==> config.mk <==
export PLATFORM = sky130hd
export DESIGN_NAME = iris_argmax_classifier
export DESIGN_NICKNAME = d
export VERILOG_FILES = /design/src/rtl/iris_net_pkg.sv /design/src/rtl/argmax_update.sv /design/src/rtl/iris_argmax_classifier.sv
export SDC_FILE = /design/constraint.sdc
export NUM_CORES = 1
export LEC_CHECK = 0
export BUFFER_PORTS_ARGS = -buffer_cell sky130_fd_sc_hd__clkbuf_2
export CORE_UTILIZATION = 40
export DETAILED_ROUTE_END_ITERATION = 7
export SLEW_MARGIN = 20
export SYNTH_ARGS = -nofsm -noshare
export SYNTH_HDL_FRONTEND = slang
export SYNTH_HIERARCHICAL = 1
export SYNTH_SLANG_ARGS = --single-unit
==> constraint.sdc <==
create_clock -name clk -period 5.2 [get_ports clk]
set_clock_uncertainty 0.2 [all_clocks]
set_input_delay 1.3 -clock clk [delete_from_list [all_inputs] [get_ports clk]]
set_output_delay 1.3 -clock clk [all_outputs]
set_load 0.01 [all_outputs]
==> src/rtl/iris_net_pkg.sv <==
// ---------------------------------------------------------------------------
// iris_net_pkg
// Shared definitions for the Iris network output stage.
//   DEFAULT_DATA_WIDTH  : default width of a signed neuron score (matches Y)
//   DEFAULT_NUM_CLASSES : default number of output neurons / classes
//   score_t             : one signed neuron score at the default width
//   state_t             : classifier FSM states (IDLE, LOAD, SCAN)
// ---------------------------------------------------------------------------
package iris_net_pkg;

  localparam int DEFAULT_DATA_WIDTH  = 8;
  localparam int DEFAULT_NUM_CLASSES = 3;

  typedef logic signed [DEFAULT_DATA_WIDTH-1:0] score_t;

  typedef enum logic [1:0] {
    IDLE = 2'd0,
    LOAD = 2'd1,
    SCAN = 2'd2
  } state_t;

endpackage : iris_net_pkg

==> src/rtl/argmax_update.sv <==
// ---------------------------------------------------------------------------
// argmax_update
// Combinational compare/update of the running {best, best_idx, second}
// against one (score, idx) pair. Kept separate so an unrolled scan can chain
// several copies.
// Ports:
//   best, best_idx, second          : current running state
//   score, idx                      : candidate being examined
//   best_nxt, best_idx_nxt, second_nxt : updated running state
// ---------------------------------------------------------------------------
module argmax_update
  import iris_net_pkg::*;
#(
  parameter int DATA_WIDTH = DEFAULT_DATA_WIDTH,
  parameter int IDX_W      = $clog2(DEFAULT_NUM_CLASSES)
) (
  input  logic signed [DATA_WIDTH-1:0] best,
  input  logic        [IDX_W-1:0]      best_idx,
  input  logic signed [DATA_WIDTH-1:0] second,
  input  logic signed [DATA_WIDTH-1:0] score,
  input  logic        [IDX_W-1:0]      idx,
  output logic signed [DATA_WIDTH-1:0] best_nxt,
  output logic        [IDX_W-1:0]      best_idx_nxt,
  output logic signed [DATA_WIDTH-1:0] second_nxt
);

  always_comb begin
    // NOTE: every output gets a default first so no path leaves it unassigned
    // (which would infer a latch).
    best_nxt     = best;
    best_idx_nxt = best_idx;
    second_nxt   = second;
    // Strict compare: on a tie the earlier (lower) index keeps the win and
    // the tied value becomes the runner-up.
    if (score > best) begin
      second_nxt   = best;
      best_nxt     = score;
      best_idx_nxt = idx;
    end else if (score > second) begin
      second_nxt = score;
    end
  end

endmodule : argmax_update

==> src/rtl/iris_argmax_classifier.sv <==
// ---------------------------------------------------------------------------
// iris_argmax_classifier
// Output-stage classifier behind the Iris output-layer neurons. On start it
// captures all class scores, scans them one class per enabled cycle and
// reports the winning class, its score, the margin over the runner-up and an
// ambiguity (tie) flag.
// Ports:
//   clk, rst     : clock, asynchronous active-high reset
//   En           : clock enable; when low every register holds
//   start        : one-cycle pulse, all neuron outputs valid
//   scores       : packed signed scores, class i at [i*DATA_WIDTH +: DATA_WIDTH]
//   busy         : high while loading or scanning
//   done         : one-cycle (enabled) pulse when a new result is written
//   class_valid  : result valid, from done until the next accepted start
//   class_idx    : index of the maximum score
//   max_score    : signed maximum score
//   margin       : unsigned best - second best, one bit wider than a score
//   ambiguous    : best equals second best
// ---------------------------------------------------------------------------
module iris_argmax_classifier
  import iris_net_pkg::*;
#(
  parameter  int DATA_WIDTH  = DEFAULT_DATA_WIDTH,
  parameter  int NUM_CLASSES = DEFAULT_NUM_CLASSES,
  localparam int IDX_W       = $clog2(NUM_CLASSES)
) (
  input  logic                              clk,
  input  logic                              rst,
  input  logic                              En,
  input  logic                              start,
  input  logic [NUM_CLASSES*DATA_WIDTH-1:0] scores,
  output logic                              busy,
  output logic                              done,
  output logic                              class_valid,
  output logic [IDX_W-1:0]                  class_idx,
  output logic [DATA_WIDTH-1:0]             max_score,
  output logic [DATA_WIDTH:0]               margin,
  output logic                              ambiguous
);

  localparam logic [IDX_W-1:0] LAST_IDX = IDX_W'(NUM_CLASSES - 1);
  localparam logic signed [DATA_WIDTH-1:0] MOST_NEG = {1'b1, {(DATA_WIDTH-1){1'b0}}};

  state_t                       state;
  logic signed [DATA_WIDTH-1:0] score_q [NUM_CLASSES];
  logic signed [DATA_WIDTH-1:0] best;
  logic        [IDX_W-1:0]      best_idx;
  logic signed [DATA_WIDTH-1:0] second;
  logic        [IDX_W-1:0]      cnt;

  logic signed [DATA_WIDTH-1:0] upd_best;
  logic        [IDX_W-1:0]      upd_best_idx;
  logic signed [DATA_WIDTH-1:0] upd_second;
  logic        [DATA_WIDTH:0]   upd_margin;

  argmax_update #(
    .DATA_WIDTH (DATA_WIDTH),
    .IDX_W      (IDX_W)
  ) u_argmax_update (
    .best         (best),
    .best_idx     (best_idx),
    .second       (second),
    .score        (score_q[cnt]),
    .idx          (cnt),
    .best_nxt     (upd_best),
    .best_idx_nxt (upd_best_idx),
    .second_nxt   (upd_second)
  );

  // Sign-extend both operands by one bit; best >= second always, so the
  // extended difference is a non-negative value that never overflows.
  assign upd_margin = {upd_best[DATA_WIDTH-1], upd_best}
                    - {upd_second[DATA_WIDTH-1], upd_second};

  // NOTE: all state below is written with non-blocking assignments so every
  // register samples pre-edge values, independent of statement order.
  always_ff @(posedge clk or posedge rst) begin
    if (rst) begin
      state       <= IDLE;
      busy        <= 1'b0;
      done        <= 1'b0;
      class_valid <= 1'b0;
      class_idx   <= '0;
      max_score   <= '0;
      margin      <= '0;
      ambiguous   <= 1'b0;
      best        <= '0;
      best_idx    <= '0;
      second      <= '0;
      cnt         <= '0;
      // NOTE: the score array is small flop storage, not a RAM, so it is
      // cleared on reset like the rest of the datapath.
      for (int i = 0; i < NUM_CLASSES; i++) begin
        score_q[i] <= '0;
      end
    end else if (En) begin
      // done is a single enabled-cycle pulse; holding En low stretches it.
      done <= 1'b0;
      case (state)
        IDLE: begin
          if (start) begin
            class_valid <= 1'b0;
            busy        <= 1'b1;
            state       <= LOAD;
          end
        end

        LOAD: begin
          for (int i = 0; i < NUM_CLASSES; i++) begin
            score_q[i] <= scores[i*DATA_WIDTH +: DATA_WIDTH];
          end
          // Class 0 seeds the scan straight from the input bus, so the
          // scan starts at index 1.
          best     <= scores[DATA_WIDTH-1:0];
          best_idx <= '0;
          second   <= MOST_NEG;
          cnt      <= IDX_W'(1);
          state    <= SCAN;
        end

        SCAN: begin
          best     <= upd_best;
          best_idx <= upd_best_idx;
          second   <= upd_second;
          cnt      <= cnt + IDX_W'(1);
          if (cnt == LAST_IDX) begin
            // Results use the post-update values of the final step.
            class_idx   <= upd_best_idx;
            max_score   <= upd_best;
            margin      <= upd_margin;
            ambiguous   <= (upd_best == upd_second);
            class_valid <= 1'b1;
            done        <= 1'b1;
            busy        <= 1'b0;
            state       <= IDLE;
          end
        end

        default: begin
          busy  <= 1'b0;
          state <= IDLE;
        end
      endcase
    end
  end

endmodule : iris_argmax_classifier

Yosys cells after proc, flatten, opt, wreduce, memory -nomap -nowiden

Index checks and enable logic that the tools add are counted.

Logic and storage cells: 59
Input bits: 28
Output and inout port bits: 23
Flip-flop bits (word level): 69

Reduce and logical (&&, ||, !) cells: 9
Mux-type cells: 22
Bitwise logic cells: 2
Equal/unequal tests: 6
Magnitude comparators: 3
Add/sub/neg operators: 2

Operators with widths:

| cell                                                                   | number |
|---|---|
| 8-bit two-way mux                                                      | 5 |
| 8-bit case mux with 2 select lines                                     | 2 |
| 8-bit binary-select mux with 2-bit select                              | 1 |
| 8-bit greater-than comparator                                          | 2 |
| 8-bit by 8-bit subtractor with 9-bit output                            | 1 |
| 8-bit equality test                                                    | 1 |
| 2-bit case mux with 2 select lines                                     | 2 |
| 4-bit AND reduction                                                    | 2 |
| 1-bit two-way mux                                                      | 6 |
| 2-bit two-way mux                                                      | 3 |
| 2-bit case mux with 3 select lines                                     | 1 |
| 3-bit AND reduction                                                    | 2 |
| 2-bit equality test (second input constant)                            | 2 |
| 2-bit inequality test (second input constant)                          | 2 |
| 2-bit AND reduction                                                    | 2 |
| 2-bit nonzero test                                                     | 2 |
| 3-bit greater-or-equal comparator (second input constant)              | 1 |
| 2-bit NOT with 3-bit output                                            | 1 |
| 1-bit case mux with 3 select lines                                     | 1 |
| 2-bit by 1-bit adder with 2-bit output (second input constant)         | 1 |
| 2-bit by 1-bit equality test with 1-bit output (second input constant) | 1 |
| 2-bit logical NOT                                                      | 1 |
| 1-bit case mux with 2 select lines                                     | 1 |
| 1-bit NOT                                                              | 1 |

Longest topological paths before layout

Gate-level depths: netlist of the first run.

Depth after elaboration: 8
Depth in mapped cells: 21

Modules after synthesis

The synthesis of the first run kept the hierarchy.

By module, submodules not included:

| module                 | area each (µm²) | seq. area each (µm²) | cells each | instances |
|---|---|---|---|---|
| iris_argmax_classifier | 3,357.0         | 1,726.7              | 298        | 1 |
| argmax_update          | 715.7           | 0.0                  | 83         | 1 |

Worst setup path before layout of the first run

No wires, ideal clock.

Path kind: register to register
Start: register cnt[0]
End: register margin[8]
Data arrival time: 4,132 ps
Clock period less this slack: 4,460 ps
Path buffers: 1
Stages on the path, launching flop included: 18
Setup slack: 740 ps
Cell sequence: dfrtp_1 > clkbuf_1 > inv_1 > nor2_1 > nand2_1 > o21ai_0 > ha_1 > a21o_1 > a2111o_1 > o21ai_4 > mux2_4 > mux2_1 > ha_1 > fa_1 > nor2b_4 > o31a_1 > o21ba_2 > o21ai_0

Longest elaborated chain between the ends: 8
Elaborated cells on any way between the ends: 12

Ends and longest elaborated chain:

| item                                                      | RTL line                      | RTL |
|---|---|---|
| from (decl)                                               | iris_argmax_classifier.sv:49  | `logic [IDX_W-1:0] cnt;` |
| from (signal assigned)                                    | iris_argmax_classifier.sv:125 | `cnt <= cnt + IDX_W'(1);` |
| 2-bit NOT with 3-bit output (implied by the code) (*)     | iris_argmax_classifier.sv:63  | `.score (score_q[cnt]),` |
| 8-bit binary-select mux with 2-bit select (*)             | iris_argmax_classifier.sv:63  |  |
| 8-bit two-way mux (implied by the code) (*) (2 in series) | iris_argmax_classifier.sv:63  |  |
| 8-bit greater-than comparator                             | argmax_update.sv:39           | `end else if (score > second) begin` |
| 8-bit two-way mux                                         | argmax_update.sv:39           |  |
| 8-bit two-way mux (*)                                     | argmax_update.sv:35           | `if (score > best) begin` |
| named net upd_second[0]                                   | iris_argmax_classifier.sv:53  | `logic signed [DATA_WIDTH-1:0] upd_second;` |
| 8-bit by 8-bit subtractor with 9-bit output (*)           | iris_argmax_classifier.sv:73  | `- {upd_second[DATA_WIDTH-1], upd_second};` |
| to (signal assigned)                                      | iris_argmax_classifier.sv:130 | `margin <= upd_margin;` |
| to (decl)                                                 | iris_argmax_classifier.sv:37  | `output logic [DATA_WIDTH:0] margin,` |

Mark *: on every way through the listed nets, which the timed path passes. The rest lies on a longest branch. The select of a mux whose other input is x is not followed.
A chain may end at the register's enable or synchronous reset.

Final worst setup path of the first run

Start: register cnt[0]
End: register margin[7]

The elaborated chain is that of the path after synthesis.

==> results of run 1 <==
## metrics by stage
stage                     utilization [%]  worst slack, ns  std cells  hold WS [ns]
after CTS                            47.0            0.277        566         0.272
after floorplan                         -            0.740        381         0.233
after global routing                 47.1           0.0385        566         0.292
final                                47.1            0.385        566         0.270
after detailed placement             45.0            0.281        550         0.254
after global placement               45.0            0.398        550         0.247
## cell families after synthesis
family	Yosys count	share of synthesized area (%)
AOI/OAI and AO/OA	72	11.6
muxes	76	20.2
adders and majority gates	31	9.71
and+or+nand+nor	82	10.6
xor gates and xnor gates	1	0.215
DFF	69	42.4
buffers and inverters	50	5.25
## worst max path at each step
stage,from,end,depth (start not counted),slack [ns]
6_report,cnt[0],margin[7],17,0.38
5_1_grt,cnt[0],margin[7],17,0.04
4_1_cts,cnt[1],margin[8],15,0.28
3_5_place_dp,cnt[1],margin[8],15,0.28
3_3_place_gp,cnt[0],margin[8],16,0.40
2_1_floorplan,cnt[0],margin[8],17,0.74
## state kept, by name, indices dropped and copies added (netlist names)
name	count
score_q	24
class_valid	1
state	2
done	1
best_idx	2
ambiguous	1
margin	9
busy	1
class_idx	2
cnt	2
best	8
max_score	8
second	8
## what timing repair did
action / in CTS / in global routing
gates resized for setup: 0 / 2
hold endpoints to repair: 0 / 0
endpoints found under the setup margin: 0 / 5
## cell type report
type | count | area (sq um)
well taps | 133 | 166
clock buffers | 10 | 138
multi-input cells | 262 | 2130
repair buffers | 52 | 265
flip-flops and latches | 69 | 1730
inverters | 34 | 128
fillers | 977 | 5200
clock inverters | 6 | 62.6
## per-layer routing
| layer | wire, microns | track usage [%] | vias to the layer above |
|---|---|---|---|
| li1 | - | - | 1449 |
| met1 | 4210 | 24.6 | 1360 |
| met2 | 4070 | 27.6 | 45 |
| met3 | 279 | 4.41 | 13 |
| met4 | 166 | 7.58 | 0 |
| met5 | 0 | 0 | - |
## layout by cell type, fill, tap and decap left out, drive strengths merged, types with 2 or more instances in the layout
master	n
a211oi	4
nor3	5
nand2	39
o21ba	2
dfrtp	69
o211ai	3
or2	2
nor3b	7
mux2	46
nand4	5
a21oi	9
nand2b	2
clkinv	3
o21ai	30
o21a	3
o221ai	2
ha	30
buf	2
o31a	2
nor2b	4
nor2	4
or4	2
or4b	2
o31ai	11
clkinvlp	3
clkbuf	60
mux2i	30
nand3	8
inv	33
a21o	2
## tightest hold or removal path, delay by kind of cell, from the launching register on
| kind | cells | cell delay [ns] |
|---|---|---|
| DFF | 1 | 0.34 |
| and+or+nand+nor | 2 | 0.10 |
==> summary.md, run 1 <==
| Metric | Value |
|---|---|
| Outcome | finished clean |
| Hold/Removal Path Class | reg2reg |
| Reg-to-Reg End | margin[7] |
| Die area | between 10,000 and 15,000 sq um |
| Max cap viols | 0 |
| Clock transition at path regs | 0.07 ns |
| Final period utilization | 92.6% |
| Postcts setup bufs | 0 |
| Worst path arrival time | approximately 4.9 ns |
| Starting Density | 41.5% |
| Crit path max fanout | 18 |
| Synth top area cells | dfrtp_1 (42%), mux2_2 (12%), ha_1 (9.2%), mux2i_1 (7.4%), nand2_1 (3.6%) |
| DRC violations left | 0 |
| Commonest cells post-synth | dfrtp_1 (69), mux2_2 (44), nand2_1 (39) |
| Total GRT Usage | 18.1% |
| CTS sink count | between 60 and 70 |
| Cts hold-fix bufs | 0 |
| Post-Layout Inst Area | about 4600 sq um |
| Critical Path RT | around 5.3 ns |
| Placed Area | ~4400 sq um |
| Setup_tns | 0 ns |
| Row cnt | 36 |
| Worst-skew pair later-pin latency | approximately 0.35 ns |
| RSZ-0062 raised after global routing | false |
| Buffers and inverters on the worst path | 2 |
| Pin count of the biggest net entering global routing | 45 |
| Via-per-instance ratio | ~5.1 |
| First-pass GRT wire length | ~14,000 microns |
| Critical-path top delay cell | o21ba_2 |
| CTS tree | done |
| Min-Delay Startpoint | best_idx[0] |
| CP cell instances | inv_1 > nor2_2 > nand2_1 > o21ai_0 > ha_1 > nor2b_1 > o211ai_1 > a21oi_1 > a211oi_1 > o21ba_2 > mux2i_1 > inv_1 > ha_1 > nor2b_1 > o31a_1 > or4b_1 > nand3_1 |
| Routability cong. | between 0.8 and 0.9 |
| Sequential-to-total area share from yosys stat | a little over two fifths |
| Crit path time final | just under 5 ns |
| Crit path launch type | register |
| Area Overhead vs Synth | 13.5% |
| Vias | about 2,900 |
| Post-DRT Antenna Nets | 0 |
| Final Slew Violations | 0 |
| Drt wl/cell | 15.4 microns |
| Fmax | 0.208 GHz |
| WL final | ~8700 microns |
| Chip Height | about 100 microns |
| Yosys reg bits | 69 |
| Worst Setup End Kind | register |
| Main synth FF type | dfrtp_1 |
| Worst reg2reg path startpoint | cnt[0] |
| Average size of a mapped cell | roughly 11 sq um |
| R2R cell count | 17 |
| Initial DRC count | roughly 130 |
| # H-tree levels | 3 |
| Crit path max-delay family | compound AO/OA/AOI/OAI gates |
| First-pass iteration count of the detailed router | 4 |
| Yosys warns | 6 |
| Worst Hold Endpoint | best_idx[0] |
| Synth area leader | dfrtp_1 |
| EDFF count, synth | 0 |
| Kind of critical path | reg2reg |
| Final layout net count | around 490 |
| Mapped Cells | 381 |
| Grt ovf | 0 |
| HPWL after DPL | 6450 microns |
| Largest stage delay, worst path | 0.54 ns |
| Final setup fails | 0 |
| Input/output buffers | 50 |
| I/O pin total | 51 |
| Initial antenna violation count | 0 |
| Actual slew at the worst max-slew pin | around 1.1 ns |
| Slew margin rel. | 27.9% |
| Num CTS Buffers | 9 |
| Clk buf depth | 2 |
| Number of global-route vias before repair | between 2,000 and 3,000 |
| Area fraction of the dominant cell type after synthesis | a little over two fifths |
| Asr flop ratio synth | between 90% and 100% |
| Most frequent cell after synthesis | dfrtp_1 |
| Final Hold Viols | 0 |
| Die width | between 100 and 150 microns |
| Post-synthesis instance area | between 4000 and 5000 sq um |
| Core area | between 9000 and 10,000 sq um |
| Hold path depth | 2 |
| Ant. Diodes | 0 |
| Setup slack, reg-to-reg | slightly below 0.4 ns |
| Syn Nets | 440 |
| Yosys cell types | 46 |
| Fraction of final layout cells sized beyond drive strength 1 | 28.9% |
| Root Buffer | clkbuf_8 |
Power of run 1 is not shown: default switching activity piles up to over one toggle a cycle in this logic, so the estimate is an artifact.
==> run 2, diff against run 1 <==
- REMOVE_ABC_BUFFERS: not set -> 1
==> run 2 against run 1 <==
Effect of this change: worst setup slack got worse by 0.060 ns; via count up 2.6%; sequential share of layout area up 0.085 points; clock-buffer cell count is the same; design area decreased by 0.30%; global-route usage up 0.34 points.
==> summary.md, run 2 (synthesis results as in run 1) <==
| Metric | Value |
|---|---|
| Postcts setup bufs | 0 |
| Critical-path top delay cell | dfrtp_1 |
| Crit path time final | 4.88 ns |
| Vias | ~2,900 |
| Core area | just under 10,000 sq um |
| Final Slew Violations | 0 |
| Fraction of final layout cells sized beyond drive strength 1 | roughly 28% |
| Worst path arrival time | 4.90 ns |
| Final setup fails | 0 |
| Post-route insts no fill | between 500 and 600 |
| Fill count | between 900 and 1,000 |
| Placed Cells | ~550 |
| Crit path launch type | register |
| Post-DRT Antenna Nets | 0 |
| Input/output buffers | 50 |
| Die width | between 100 and 150 microns |
| Reg with most FFs | score_q |
| Final Util | a little under half |
| Root Buffer | clkbuf_8 |
| # H-tree levels | 3 |
| Largest regs | score_q (24), margin (9) |
| Clk buf depth | 2 |
| CTS tree | done |
| Cts hold-fix bufs | 0 |
| Multi-input gate area | about 2100 sq um |
| Placed Area | around 4400 sq um |
| Setup_tns | 0 ns |
| Number of global-route vias before repair | roughly 3,000 |
| Commonest non-fill, non-tap cell in the layout | dfrtp_1 |
| Critical Path RT | ~5.2 ns |
| Clock transition at path regs | approximately 0.080 ns |
| Worst-skew pair later-pin latency | 0.35 ns |
| Total GRT Usage | between 15 and 20% |
| Slew margin rel. | roughly a third |
| Initial antenna violation count | 0 |
| Final layout net count | approximately 490 |
| Die area | between 10,000 and 15,000 sq um |
| Actual slew at the worst max-slew pin | about 1 ns |
| Num CTS Buffers | 9 |
| Pin count of the biggest net entering global routing | 45 |
| Fmax | 0.205 GHz |
| Drt wl/cell | 15.6 microns |
| RSZ-0062 raised after global routing | false |
| Most frequent cells in the layout | dfrtp_1 (69), clkbuf_2 (50), mux2_2 (44) |
| Post-Layout Inst Area | around 4600 sq um |
| Worst Setup End Kind | register |
| Grt ovf | 0 |
| CTS sink count | slightly below 70 |
| Kind of critical path | reg2reg |
| Chip Height | 103 microns |
| Outcome | finished clean |
| First-pass GRT wire length | between 10,000 and 15,000 microns |
| Row cnt | 36 |
| Via-per-instance ratio | approximately 5.2 |
| Starting Density | between 40% and 50% |
| First-pass iteration count of the detailed router | 4 |
| WL final | between 8000 and 9000 microns |
| Crit path max-delay family | compound AO/OA/AOI/OAI gates |
| DRC violations left | 0 |
| Ant. Diodes | 0 |
| Routability cong. | 0.852 |
| Final period utilization | 93.8% |
| Initial DRC count | approximately 110 |
| Hold/Removal Path Class | reg2reg |
| CP cell instances | mux2i_1 > o21ai_0 > ha_1 > a21o_1 > a2111o_1 > o21ai_4 > mux2_4 > mux2_1 > ha_1 > fa_1 > nor2b_4 > o31a_1 > o21ba_2 > o21ai_0 |
| Post-CTS Resized | 0 |
| FF/Latch Area | between 1500 and 2000 sq um |
| Max FFs per register | 24 |
| Largest stage delay, worst path | 0.73 ns |
| HPWL after DPL | between 6000 and 7000 microns |
| Crit path max fanout | 13 |
| Max cap viols | 0 |
| Buffers and inverters on the worst path | 0 |
| I/O pin total | 51 |
| Area Overhead vs Synth | 13.1% |
| Final Hold Viols | 0 |
==> run 2: final timing paths <==
kind	start	endpoint	slack [ns]	cells past startpoint
max	cnt[1]	margin[8]	0.32	14
min	best_idx[0]	best_idx[0]	0.28	2
max reg2reg	cnt[1]	margin[8]	0.32	14
min reg2reg	best_idx[0]	best_idx[0]	0.28	2
max in group asynchronous	rst	margin[5]	3.00	3
min in group asynchronous	rst	score_q[6]	0.86	2
==> run 2: area by class of cell <==
| type | instances | area share (%) |
|---|---|---|
| Multi-Input combinational cell | 262 | 46.3 |
| Sequential cell | 69 | 37.5 |
| Timing Repair Buffer | 53 | 5.92 |
| Tap cell | 133 | 3.61 |
| Clock buffer | 10 | 2.77 |
| Inverter | 34 | 2.77 |
| Clock inverter | 5 | 1.14 |
==> run 2: layer usage <==
layer	up-vias	global-route usage [%]	routed length, microns
met2	60	29.3	4100
met5	-	0	0
met1	1416	25.0	4260
met4	0	5.09	131
met3	11	4.54	362
li1	1454	-	-
==> run 2: tightest hold or removal path, stage by stage (launching register included) <==
cell and delay (ns):
dfrtp_1 0.35, nand2_1 0.05, nand2_1 0.05
==> run 2: metrics by stage <==
| stage | hold WS, ns | worst slack (ns) |
|---|---|---|
| 3_5_place_dp | 0.263 | 0.320 |
| 3_3_place_gp | 0.253 | 0.390 |
| 4_1_cts | 0.280 | 0.276 |
| 5_1_grt | 0.322 | 0.0303 |
| 6_report | 0.278 | 0.324 |
| 2_1_floorplan | 0.233 | 0.827 |
Power of run 2 is left out for the same reason.
